[src/rtl/rf_base_stack.sv]
// Register-file base pointer with a small stack of saved frame bases.
// A push saves the current base and moves the base forward by the frame
// size. A pop brings back the most recently saved base. Illegal requests
// leave all state alone and raise a sticky error flag instead.
module rf_base_stack #(
    parameter int MDATAW = 8,
    parameter int SDEPTH = 4
) (
    input  logic                         clk,
    input  logic                         rst,
    input  logic                         ld,
    input  logic                         push,
    input  logic                         pop,
    input  logic                         clr_err,
    input  logic [MDATAW-1:0]            din,
    output logic [MDATAW-1:0]            base,
    output logic [$clog2(SDEPTH+1)-1:0]  count,
    output logic                         full,
    output logic                         empty,
    output logic                         err
);

    localparam int CW = $clog2(SDEPTH+1);
    localparam int IW = $clog2(SDEPTH);

    logic [MDATAW-1:0] stack_mem [SDEPTH];

    logic          multi_op;
    logic          do_ld;
    logic          do_push;
    logic          do_pop;
    logic          err_set;
    logic [IW-1:0] push_idx;
    logic [IW-1:0] pop_idx;

    // Decode the request into at most one legal action, or an error.
    // count is one bit wider than the entry index only when SDEPTH is a
    // power of two. In that case the top bit is set only when the stack
    // is full, and no push happens then. So push_idx drops that bit, and
    // pop_idx wraps modulo SDEPTH, which points at the top entry.
    always_comb begin
        full     = (count == CW'(SDEPTH));
        empty    = (count == '0);
        multi_op = (ld & push) | (ld & pop) | (push & pop);
        do_ld    = ld   & ~multi_op;
        do_push  = push & ~multi_op & ~full;
        do_pop   = pop  & ~multi_op & ~empty;
        err_set  = multi_op | (push & ~multi_op & full) | (pop & ~multi_op & empty);
        push_idx = count[IW-1:0];
        pop_idx  = push_idx - IW'(1);
    end

    // Saved-base storage. It is never reset, because entries at or above
    // count can never reach base. The write is skipped while reset is
    // high, so a discarded push leaves no trace.
    always_ff @(posedge clk) begin
        if (do_push && !rst) begin
            stack_mem[push_idx] <= base;
        end
    end

    // Base pointer and entry count. At most one action applies per cycle,
    // and any error case holds both values. The frame-size add wraps at
    // MDATAW bits on purpose.
    always_ff @(posedge clk or posedge rst) begin
        if (rst) begin
            base  <= '0;
            count <= '0;
        end else if (do_ld) begin
            base <= din;
        end else if (do_push) begin
            base  <= base + din;
            count <= count + CW'(1);
        end else if (do_pop) begin
            base  <= stack_mem[pop_idx];
            count <= count - CW'(1);
        end
    end

    // Sticky error flag. A new error in the same cycle as clr_err wins,
    // so an error is never lost to a clear.
    always_ff @(posedge clk or posedge rst) begin
        if (rst) begin
            err <= 1'b0;
        end else if (err_set) begin
            err <= 1'b1;
        end else if (clr_err) begin
            err <= 1'b0;
        end
    end

endmodule

[config.mk]
export PLATFORM = sky130hd
export DESIGN_NAME = rf_base_stack
export DESIGN_NICKNAME = d
export VERILOG_FILES = /design/src/rtl/rf_base_stack.sv
export SDC_FILE = /design/constraint.sdc
export NUM_CORES = 1
export LEC_CHECK = 0
export ABC_AREA = 0
export ABC_CLOCK_PERIOD_IN_PS = 2900
export CAP_MARGIN = 5
export CORE_AREA = 2 2 69 71
export CTS_CLUSTER_SIZE = 12
export DETAILED_ROUTE_END_ITERATION = 10
export DIE_AREA = 0 0 71 73
export HOLD_SLACK_MARGIN = 0.12
export PLACE_DENSITY_LB_ADDON = 0.05
export RECOVER_POWER = 50
export SLEW_MARGIN = 40
export SYNTH_ARGS = -nofsm -noshare
export SYNTH_HDL_FRONTEND = slang
export SYNTH_SLANG_ARGS = --single-unit
[constraint.sdc]
create_clock -name clk -period 2.9 [get_ports clk]
set_input_delay 0.725 -clock clk [delete_from_list [all_inputs] [get_ports clk]]
set_output_delay 0.725 -clock clk [all_outputs]
set_load 0.03 [all_outputs]
Word level (Yosys, flattened, before mapping)
Memory sizes are Yosys's and may differ from the RTL's. Cells that the tools add are included.

Logic and storage cells: 43. ROM bits: 0. Memories kept: 1. Bits of input ports: 14. Flip-flop bits (word level): 12. Output and inout bits: 14. Latch bits: 0. RAM bits: 32.

Memory list: stack_mem (depth 4, bits a word 8, read ports 1, clocked after memory_dff 0, write ports 1, line 26) `logic [MDATAW-1:0] stack_mem [SDEPTH];`.

Add/sub/neg operators: 4. Div/mod/pow operators: 0. Eq/ne operators: 1. Multiply operators: 0. Shifts and indexed selects: 0. Reduce and logical (&&, ||, !) cells: 7. Magnitude comparators: 0. Bitwise operators: 18. Muxes and demuxes: 9.

Operators with widths (number): $mux 8 (3); $and 1x1->1 (10); $add 8x8->8 (1); $mux 3 (2); $mux 1 (4); $not 1->1 (4); $or 1x1->1 (4); $reduce_bool 2->1 (2); $add 3x1->3 const B (1); $eq 3x3->1 const B (1); $logic_not 3->1 (1); $reduce_bool 3->1 (1); $sub 3x1->3 const B (1); $reduce_and 2->1 (1); $sub 2x1->2 const B (1); $logic_and 1x1->1 (1); $logic_not 1->1 (1).

Depth between registers and ports, before layout
Gate-level depths: netlist of run 1.

Word-level depth: 9. Gate-level depth with buffers: 11. Gate-level depth less buffers: 9.

Worst setup path after synthesis of run 1
Ideal clock, no wire load.

Path type: register to register. Start: register count[0]. End: register count[2]. Stages on the path, launching flop included: 12. Required time: 2819 ps. Slack: 263 ps. Data arrival time: 2557 ps. Clock period less this slack: 2637 ps. Setup time: 81 ps. Buffers on the path: 2. Path through: dfrtp_1 > buf_2 > inv_1 > ha_1 > a21oi_2 > and3b_1 > buf_6 > xnor2_1 > ha_1 > or3_1 > a21oi_2 > xor2_1.

Longest elaborated chain between the ends: 5. Elaborated cells between the ends (all ways): 12. Those cells by class: add/sub: 2; eq/ne: 1; mux: 2; bitwise: 4; reduce/logical: 3.

Ends and longest elaborated chain: from (decl) (line 17) `output logic [$clog2(SDEPTH+1)-1:0] count,`; from (signal assigned) (line 73) `count <= count + CW'(1);`; from (signal assigned) (line 76) `count <= count - CW'(1);`; parallel branches: the longest is 5 deep, another holds $sub 3x1->3.

Several ways; the timed one is not identified. The select of a mux whose other input is x is not followed. A chain may end at the register's enable or synchronous reset.

Final worst setup path of run 1
Start: input din[0]. End: register base[4].

Longest elaborated chain between the ends: 3.

Ends and longest elaborated chain: from (decl) (line 15) `input logic [MDATAW-1:0] din,`; $add 8x8->8 (line 72) `base <= base + din;`; $mux 8 (line 71) `end else if (do_push) begin`; $mux 8 (line 69) `end else if (do_ld) begin`; to (signal assigned) (line 70) `base <= din;`; to (signal assigned) (line 72); to (signal assigned) (line 75) `base <= stack_mem[pop_idx];`; to (decl) (line 16) `output logic [MDATAW-1:0] base,`.

No other way between the ends.

==> impl_metrics.json, run 1 <==
{
  "status": "finished clean",
  "crit_arrival_ps": 2930,
  "hold_violations": 0,
  "skew_ps": 4.39,
  "startpoint_type": "input port",
  "tns_ps": 0,
  "synth_top_family_by_area": "compound AO/OA/AOI/OAI gates",
  "cp.required_ps": 3140,
  "irDropWorstVdd_mv": 0.563,
  "h-tree-depth": 2,
  "setup_violations": 0,
  "layout_commonest_cell": "edfxtp_1",
  "final_nets": 235,
  "synth_cell_types": 42,
  "r2r-end": "stack_mem[1][6]$_DFFE_PP_",
  "grt_overflow_total": 0,
  "dieArea_um2": 5180,
  "place.gp.congestion": 0.890,
  "cellPowerDensity_nw_per_um2": 971,
  "cap_violations": 0,
  "grtUsageTotal_pct": 19.7,
  "yosysSeqAreaShare_pct": 56.6,
  "cp-end-kind": "flip-flop",
  "synthAdderAreaFrac_pct": 7.63,
  "tightest_slew_ps": 561,
  "top_level_ports": 28,
  "vias_per_cell": 5.77,
  "cts_buffer_depth": 2,
  "area_delta_synth_final_pct": 20.7,
  "root_buffer": "clkbuf_8",
  "synthMuxAreaShare_pct": 8.53,
  "rsz0062_at_grt": "false",
  "wire_per_inst_um": 18.1,
  "yosys.area.top_type_share_pct": 43.1,
  "synth_top_cell_by_area": "edfxtp_1",
  "hold_start": "count[2]$_DFFE_PP0P_",
  "synth_area_um2": 2230,
  "ff2ff_setup_slack_ps": 540,
  "finalCritPeriodShare_pct": 93.0,
  "min_period_ps": 2700,
  "place.port_buffers": 27,
  "dr.pass1.iters": 4,
  "hold_path_class": "reg2reg",
  "holdPathEnd": "count[2]$_DFFE_PP0P_",
  "p_leak_uw": 0.00101,
  "synth.area.top_cells": "edfxtp_1 (43%), dfrtp_1 (13%), mux4_2 (8.1%)",
  "rows": 25,
  "placed_cells": 255,
  "fp.dieH_um": 73,
  "first_iter_violations": 122,
  "clock-sinks": 44,
  "hold_buffers": 0,
  "drive_gt1_share_pct": 12.9,
  "r2r_start": "count[1]$_DFFE_PP0P_",
  "antenna_cells": 0,
  "cp_max_fo": 2,
  "mostFrequentLayoutCells": "edfxtp_1 (32), clkdlybuf4s50_1 (25), ha_1 (12), dfrtp_1 (12), a21oi_1 (11)",
  "synth_nets": 195,
  "max_freq_ghz": 0.371,
  "post-cts-setup-buffers": 0,
  "die_w_um": 71,
  "synth_xor_xnor_area_share_pct": 2.36,
  "worstSetupPathType": "in2reg",
  "synthSimpleGateAreaFrac_pct": 10.5,
  "grt_pass1_vias": 1466,
  "vias": 1518,
  "clkTransAtPathRegs_ps": 80,
  "antenna_found_initial": 0,
  "cts_tree": "built",
  "numCtsBuffers": 5,
  "grt_pass1_wl_mm": 7.49,
  "synth_cells": 168,
  "hpwl_mm": 3.48,
  "route.detailed.drc": 0,
  "worstRegToRegCells": 7,
  "worstHoldPathCells": 1,
  "ys_ff_latch": 44,
  "final_cells": 263,
  "worst_skew_pair.late_latency_ps": 290,
  "yosys_warnings": 0,
  "grt_max_degree": 14,
  "syn_area_per_cell_um2": 13.3,
  "drt_wl_total_mm": 4.75,
  "final_antenna_net_count": 0,
  "slew_viol_final": 0,
  "coreArea_um2": 4540,
  "relSlewSlack_pct": 62.4,
  "synth_compound_area_share_pct": 11.8,
  "cts_resized": 0,
  "start_util_pct": 49.2
}
## synthesized netlist by cell type
master / instances
nand2_1: 9
buf_2: 1
nand3b_1: 2
nor4b_1: 1
o31a_1: 1
and3b_1: 1
and2_1: 2
nor4_1: 1
buf_1: 2
a21oi_2: 2
o311ai_0: 2
a211oi_2: 1
nand2b_1: 5
mux2i_1: 1
a31oi_1: 1
nor3_2: 1
fa_1: 1
o21ai_1: 5
a32oi_1: 1
a311oi_1: 1
xor2_1: 2
xnor2_1: 4
inv_1: 8
a22o_1: 1
edfxtp_1: 32
o211ai_1: 1
or3_1: 2
o221a_2: 2
ha_1: 12
nor2b_1: 2
o22ai_1: 2
a21oi_1: 10
clkbuf_1: 1
buf_6: 1
and3_1: 4
o21ai_0: 4
o31ai_1: 2
nor2_1: 10
dfrtp_1: 12
nor3_1: 4
mux4_2: 8
a22oi_1: 3
## per-stage QoR
step | hold WS [ps] | utilization [%] | setup WS [ps] | cell area [µm²] | total power, µW
global placement | 540 | 57.8 | 84.5 | 2620 | 2250
CTS | 563 | 59.7 | 227 | 2710 | 2650
global route | 574 | 59.3 | 161 | 2690 | 2780
finish | 538 | 59.3 | 203 | 2690 | 2610
detailed placement | 547 | 57.8 | 53.0 | 2620 | 2270
floorplan | 610 | - | 263 | 2230 | 1850
## worst max-delay path by stage
stage | start | endpoint | slack, ps | cells after the start
global placement | din[0] | base[4]$_DFFE_PP0P_ | 80 | 9
floorplan | count[0]$_DFFE_PP0P_ | count[2]$_DFFE_PP0P_ | 260 | 11
finish | din[0] | base[4]$_DFFE_PP0P_ | 200 | 9
detailed placement | din[0] | base[4]$_DFFE_PP0P_ | 50 | 9
global route | count[1]$_DFFE_PP0P_ | empty | 160 | 5
CTS | count[1]$_DFFE_PP0P_ | empty | 230 | 5
## cells by family after synthesis
group                      count (synthesis)
AOI/OAI and AO/OA                         39
xor gates and xnor gates                   6
adders and majority gates                 13
buffers and inverters                     13
DFF                                       44
muxes                                      9
and+or+nand+nor                           44
## where the power goes
group          switching, µW  internal, µW  total, µW
Clock                    198           167        365
Combinational            699           583       1280
Sequential               129           837        965
Total                   1030          1590       2610
## state kept, by name, summed over array words and instances, names as in the netlist
name / flops
stack_mem: 32
err: 1
base: 8
count: 3
## per-layer routing
metal  global-route usage, %  vias to the layer above  part of all wire, %  wire length (µm)
li1                        -                      727                    -                 -
met1                    27.5                      747                   47              2210
met2                    31.4                       38                   48              2290
met3                    3.73                        6                  3.8               183
met4                    6.29                        0                  1.5                70
met5                       0                        -                    0                 0
## worst max-delay path: stages
cell	delay (ps)
clkdlybuf4s50_1	490
ha_1	190
inv_1	60
fa_1	390
nand2b_1	180
a21oi_1	140
nor2_1	50
o311ai_0	440
o221a_2	270
## final cells by class
cell class                      instances  area, µm²
Clock buffer                            6       72.6
Clock inverter                          2       11.3
Fill cell                             377       1840
Inverter                                8       30.0
Multi-Input combinational cell        111        907
Sequential cell                        44       1260
Tap cell                               54       67.6
Timing Repair Buffer                   38        342
(Power assumes the default switching activity.)
==> inputs of run 2 (changes only) <==
--- a/config.mk
+++ b/config.mk
@@ -7,11 +7,10 @@
 export LEC_CHECK = 0
 export ABC_AREA = 0
 export ABC_CLOCK_PERIOD_IN_PS = 2900
-export CAP_MARGIN = 5
-export CORE_AREA = 2 2 69 71
+export CORE_AREA = 5 5 72 74
 export CTS_CLUSTER_SIZE = 12
 export DETAILED_ROUTE_END_ITERATION = 10
-export DIE_AREA = 0 0 71 73
+export DIE_AREA = 0 0 77 79
 export HOLD_SLACK_MARGIN = 0.12
 export PLACE_DENSITY_LB_ADDON = 0.05
 export RECOVER_POWER = 50
==> run 2 against run 1 <==
Die area grew 17%. Sequential power is essentially flat. Worst hold slack gained 8.3 ps. Sequential share of layout area shrank 0.13 points. Critical path type unchanged. Largest power group unchanged. Highest routed layer unchanged.
==> impl_metrics.json, run 2 (synthesized netlist as in run 1, its figures left out) <==
{
  "root_buffer": "clkbuf_8",
  "relSlewSlack_pct": 60.8,
  "h-tree-depth": 2,
  "vias": 1516,
  "die_w_um": 77,
  "cap_violations": 0,
  "post-cts-setup-buffers": 0,
  "dieArea_um2": 6080,
  "start_util_pct": 49.2,
  "grt_max_degree": 14,
  "drt_wl_total_mm": 4.75,
  "layout_commonest_cell": "edfxtp_1",
  "clockPowerShare_pct": 14.1,
  "cts_buffer_depth": 2,
  "r2r_start": "count[1]$_DFFE_PP0P_",
  "worstRegToRegCells": 9,
  "hold_buffers": 0,
  "combPwrFrac_pct": 49.0,
  "grtUsageTotal_pct": 16.3,
  "setup_violations": 0,
  "top_level_ports": 28,
  "placed_cells": 256,
  "cp.required_ps": 3140,
  "cpPeakStageDelay_ps": 500,
  "mostFrequentLayoutCells": "edfxtp_1 (32), clkdlybuf4s50_1 (24), ha_1 (12), dfrtp_1 (12), a21oi_1 (11)",
  "worst_path_max_delay_cell": "clkdlybuf4s50_1",
  "vias_per_cell": 5.74,
  "status": "finished clean",
  "clock-sinks": 44,
  "power.switching_uw": 1030,
  "place.port_buffers": 27,
  "fin_total_pwr_uw": 2620,
  "place.gp.congestion": 0.788,
  "hold_violations": 0,
  "worstSetupPathType": "in2reg",
  "tightest_slew_ps": 588,
  "worst-path-buf-inv": 2,
  "skew_ps": 5.31,
  "power_frac_seq_pct": 36.9,
  "cell_internal_pwr_uw": 1590,
  "layout.area.seq_um2": 1260,
  "finalCritPeriodShare_pct": 92.9,
  "final_cells": 264,
  "cp-end-kind": "flip-flop",
  "rows": 25,
  "rsz0062_at_grt": "false",
  "p_leak_uw": 0.00102,
  "dr.pass1.iters": 4,
  "grt_pass1_vias": 1548,
  "regMostFlops": "stack_mem",
  "cts_resized": 0,
  "grt_overflow_total": 0,
  "antenna_cells": 0,
  "hold_start": "count[2]$_DFFE_PP0P_",
  "power.share.switching_pct": 39.4,
  "wire_per_inst_um": 18.0,
  "path_cells": "clkdlybuf4s50_1, ha_1, inv_1, fa_1, nand2b_1, a21oi_1, nor2_1, o311ai_0, o221a_2",
  "numCtsBuffers": 5,
  "route.detailed.drc": 0,
  "path_delay_family": "compound AO/OA/AOI/OAI gates",
  "clkTransAtPathRegs_ps": 80,
  "grt_pass1_wl_mm": 7.64,
  "worstHoldPathCells": 1,
  "cts_tree": "built",
  "pre_cts_slack_ps": -0.264,
  "worst_skew_pair.late_latency_ps": 300,
  "nFillCells": 363,
  "max_freq_ghz": 0.371,
  "setup_slack_ps": 207,
  "slew_viol_final": 0,
  "cp_max_fo": 2,
  "final_antenna_net_count": 0,
  "startpoint_type": "input port",
  "hpwl_mm": 3.50,
  "coreArea_um2": 4540,
  "holdPathEnd": "count[2]$_DFFE_PP0P_",
  "cellPowerDensity_nw_per_um2": 969,
  "first_iter_violations": 96,
  "drive_gt1_share_pct": 13.3,
  "fp.dieH_um": 79,
  "final_nets": 236,
  "final_util_pct": 59.5,
  "r2r-end": "count[2]$_DFFE_PP0P_",
  "top_regs": "stack_mem (32), base (8), count (3)",
  "area_delta_synth_final_pct": 21.0,
  "hold_path_class": "reg2reg",
  "min_period_ps": 2690,
  "largest_reg_flops": 32,
  "crit_arrival_ps": 2930,
  "multi_input_area_um2": 907,
  "antenna_found_initial": 0,
  "ff2ff_setup_slack_ps": 630,
  "irDropWorstVdd_mv": 0.622
}
==> run 2: cell types whose count changed in the layout (fill, tap and decap cells not counted), sizes merged <==
cell | before | now
buf | 8 | 9
clkdlybuf4s50 | 25 | 24
dlygate4sd3 | 2 | 3
==> run 2: per-layer routing <==
layer	wire length [µm]	vias to the layer above	global-route usage (%)
met3	239	7	4.20
met5	0	-	0
met1	2120	740	21.5
li1	-	726	-
met2	2330	43	26.5
met4	65	0	5.33
==> run 2: how the worst max path moves through the flow <==
| stage | startpoint | to | slack, ps | cells after the start |
|---|---|---|---|---|
| after floorplan | count[0]$_DFFE_PP0P_ | count[2]$_DFFE_PP0P_ | 260 | 11 |
| after global placement | din[0] | base[4]$_DFFE_PP0P_ | 70 | 9 |
| after detailed placement | din[0] | base[4]$_DFFE_PP0P_ | -0.3 | 9 |
| after CTS | count[1]$_DFFE_PP0P_ | empty | 240 | 5 |
| after global routing | count[1]$_DFFE_PP0P_ | empty | 140 | 5 |
| final | din[0] | base[4]$_DFFE_PP0P_ | 210 | 9 |
==> run 2: worst register-to-register path, cell delays in order (launching register included) <==
cell and delay [ps]:
dfrtp_1 450, inv_1 110, ha_1 230, a21oi_1 230, and3b_1 230, xnor2_1 80, ha_1 200, or3_1 360
a21oi_2 160, xor2_1 160
==> run 2: layout make-up <==
class	count	area share, %
Clock buffer	6	2.69
Timing Repair Buffer	39	12.9
Inverter	8	1.11
Sequential cell	44	46.7
Multi-Input combinational cell	111	33.6
Tap cell	54	2.50
Clock inverter	2	0.417
==> run 2: power by group through the flow <==
| stage | logic, µW | registers (µW) | clock network (µW) |
|---|---|---|---|
| after floorplan | 734 | 1110 | 0 |
| after global placement | 1280 | 969 | 0 |
| after detailed placement | 1290 | 984 | 0 |
| after CTS | 1300 | 971 | 380 |
| after global routing | 1390 | 990 | 408 |
| final | 1280 | 966 | 368 |
==> run 2: through the flow <==
stage	setup TNS (ps)	cell area, µm²	hold slack [ps]
after floorplan	0	2230	610
after global placement	0	2630	536
after detailed placement	-0.264	2630	537
after CTS	0	2710	560
after global routing	0	2700	567
final	0	2700	547
==> inputs of run 3 (changes only) <==
--- a/config.mk
+++ b/config.mk
@@ -7,12 +7,13 @@
 export LEC_CHECK = 0
 export ABC_AREA = 0
 export ABC_CLOCK_PERIOD_IN_PS = 2900
+export CAP_MARGIN = 5
 export CORE_AREA = 5 5 72 74
 export CTS_CLUSTER_SIZE = 12
 export DETAILED_ROUTE_END_ITERATION = 10
 export DIE_AREA = 0 0 77 79
 export HOLD_SLACK_MARGIN = 0.12
-export PLACE_DENSITY_LB_ADDON = 0.05
+export PLACE_DENSITY = 0.74
 export RECOVER_POWER = 50
 export SLEW_MARGIN = 40
 export SYNTH_ARGS = -nofsm -noshare
==> run 3 against run 2 <==
Fmax increased by 1.7%. Worst setup slack better by 46 ps. Power rose by 2.2%. Global-route usage down 0.30 points. Utilization decreased by 0.72 points. Via count decreased by 1.8%. Clock skew down 1.0 ps. Routed wire length fell by 3.2%. Sequential share of layout area rose by 0.57 points.
==> impl_metrics.json, run 3 (synthesized netlist as in run 1, its figures left out) <==
{
  "whs_ps": 568,
  "grt_max_degree": 15,
  "finalCritPeriodShare_pct": 91.3,
  "cp.required_ps": 2170,
  "cp_max_fo": 6,
  "layout_commonest_cell": "edfxtp_1",
  "startpoint_type": "flip-flop",
  "dieArea_um2": 6080,
  "wire_per_inst_um": 17.8,
  "placed_cells": 250,
  "place.port_buffers": 27,
  "vias": 1489,
  "vias_per_cell": 5.77,
  "clock-sinks": 44,
  "final_util_pct": 58.8,
  "root_buffer": "clkbuf_8",
  "relSlewSlack_pct": 55.9,
  "worst_skew_pair.late_latency_ps": 290,
  "hold_buffers": 0,
  "cellPowerDensity_nw_per_um2": 1000,
  "top_level_ports": 28,
  "final_cells": 258,
  "antenna_cells": 0,
  "h-tree-depth": 2,
  "place.gp.congestion": 0.921,
  "cts_tree": "built",
  "rsz0062_at_grt": "false",
  "hpwl_mm": 3.43,
  "skew_ps": 4.28,
  "top_regs": "stack_mem (32), base (8), count (3)",
  "worstSetupPathType": "reg2out",
  "cp-end-kind": "output pin",
  "setup_violations": 0,
  "fin_total_pwr_uw": 2670,
  "numCtsBuffers": 5,
  "cap_violations": 0,
  "hold_path_class": "reg2reg",
  "drt_wl_total_mm": 4.59,
  "tightest_slew_ps": 656,
  "rows": 25,
  "p_leak_uw": 0.000992,
  "fp.dieH_um": 79,
  "regMostFlops": "stack_mem",
  "drive_gt1_share_pct": 11.8,
  "grt_overflow_total": 0,
  "coreArea_um2": 4540,
  "max_freq_ghz": 0.378,
  "area_delta_synth_final_pct": 19.6,
  "hold_violations": 0,
  "route.detailed.drc": 0,
  "tns_ps": 0,
  "irDropWorstVdd_mv": 0.468,
  "antenna_found_initial": 0,
  "post-cts-setup-buffers": 0,
  "start_util_pct": 49.2,
  "grt_pass1_wl_mm": 7.62,
  "min_period_ps": 2650,
  "grt_pass1_vias": 1508,
  "cts_resized": 0,
  "status": "finished clean",
  "dr.pass1.iters": 4,
  "slew_viol_final": 0,
  "mostFrequentLayoutCells": "edfxtp_1 (32), clkdlybuf4s50_1 (24), ha_1 (12), dfrtp_1 (12), a21oi_1 (11)",
  "die_w_um": 77,
  "grtUsageTotal_pct": 16.0,
  "final_antenna_net_count": 0,
  "first_iter_violations": 113,
  "cts_buffer_depth": 2,
  "clkTransAtPathRegs_ps": 80,
  "final_nets": 230,
  "largest_reg_flops": 32,
  "crit_arrival_ps": 1920
}
## run 3: changes by cell type in the layout (fill, tap and decap cells not counted), sizes merged
| cell | before | now |
|---|---|---|
| clkinvlp | 1 | 2 |
| buf | 9 | 4 |
| clkbuf | 9 | 8 |
| clkinv | 1 | 0 |
## run 3: layout make-up
type	instances	area [µm²]
Multi-Input combinational cell	111	902
Sequential cell	44	1260
Clock buffer	6	82.6
Inverter	8	30.0
Fill cell	343	1870
Tap cell	54	67.6
Clock inverter	2	15.0
Timing Repair Buffer	33	308
## run 3: layer usage
metal	vias up	share of wire [%]	global-route usage (%)
met5	-	0	0
met4	0	1.3	4.64
met3	5	4.1	2.49
met2	34	49	26.4
met1	735	45	22.1
li1	715	-	-
## run 3: path summary, 6_finish.rpt
kind                                 startpoint              endpoint  slack, ps  depth (start not counted)
setup / recovery           count[1]$_DFFE_PP0P_                 empty        250                          5
hold / removal             count[2]$_DFFE_PP0P_  count[2]$_DFFE_PP0P_        570                          1
setup reg to reg           count[1]$_DFFE_PP0P_  count[2]$_DFFE_PP0P_        600                          9
hold reg to reg            count[2]$_DFFE_PP0P_  count[2]$_DFFE_PP0P_        570                          1
max in group asynchronous                   rst   base[6]$_DFFE_PP0P_       1440                          3
min in group asynchronous                   rst  count[1]$_DFFE_PP0P_        790                          2
## run 3: where the power goes
group | internal [µW] | total [µW] | switching, µW
Clock | 193 | 402 | 209
Sequential | 836 | 981 | 145
Combinational | 580 | 1290 | 709
## run 3: worst max-delay path: stages, from the launching register on
cell	delay, ps
dfrtp_1	450
inv_1	120
ha_1	210
nand2b_1	100
inv_1	80
clkdlybuf4s50_1	670
## run 3: per-stage QoR
stage | worst slack, ps | area (µm²)
after floorplan | 263 | 2230
after global placement | 118 | 2580
after detailed placement | 53.7 | 2580
after CTS | 201 | 2680
after global routing | 149 | 2670
final | 253 | 2670
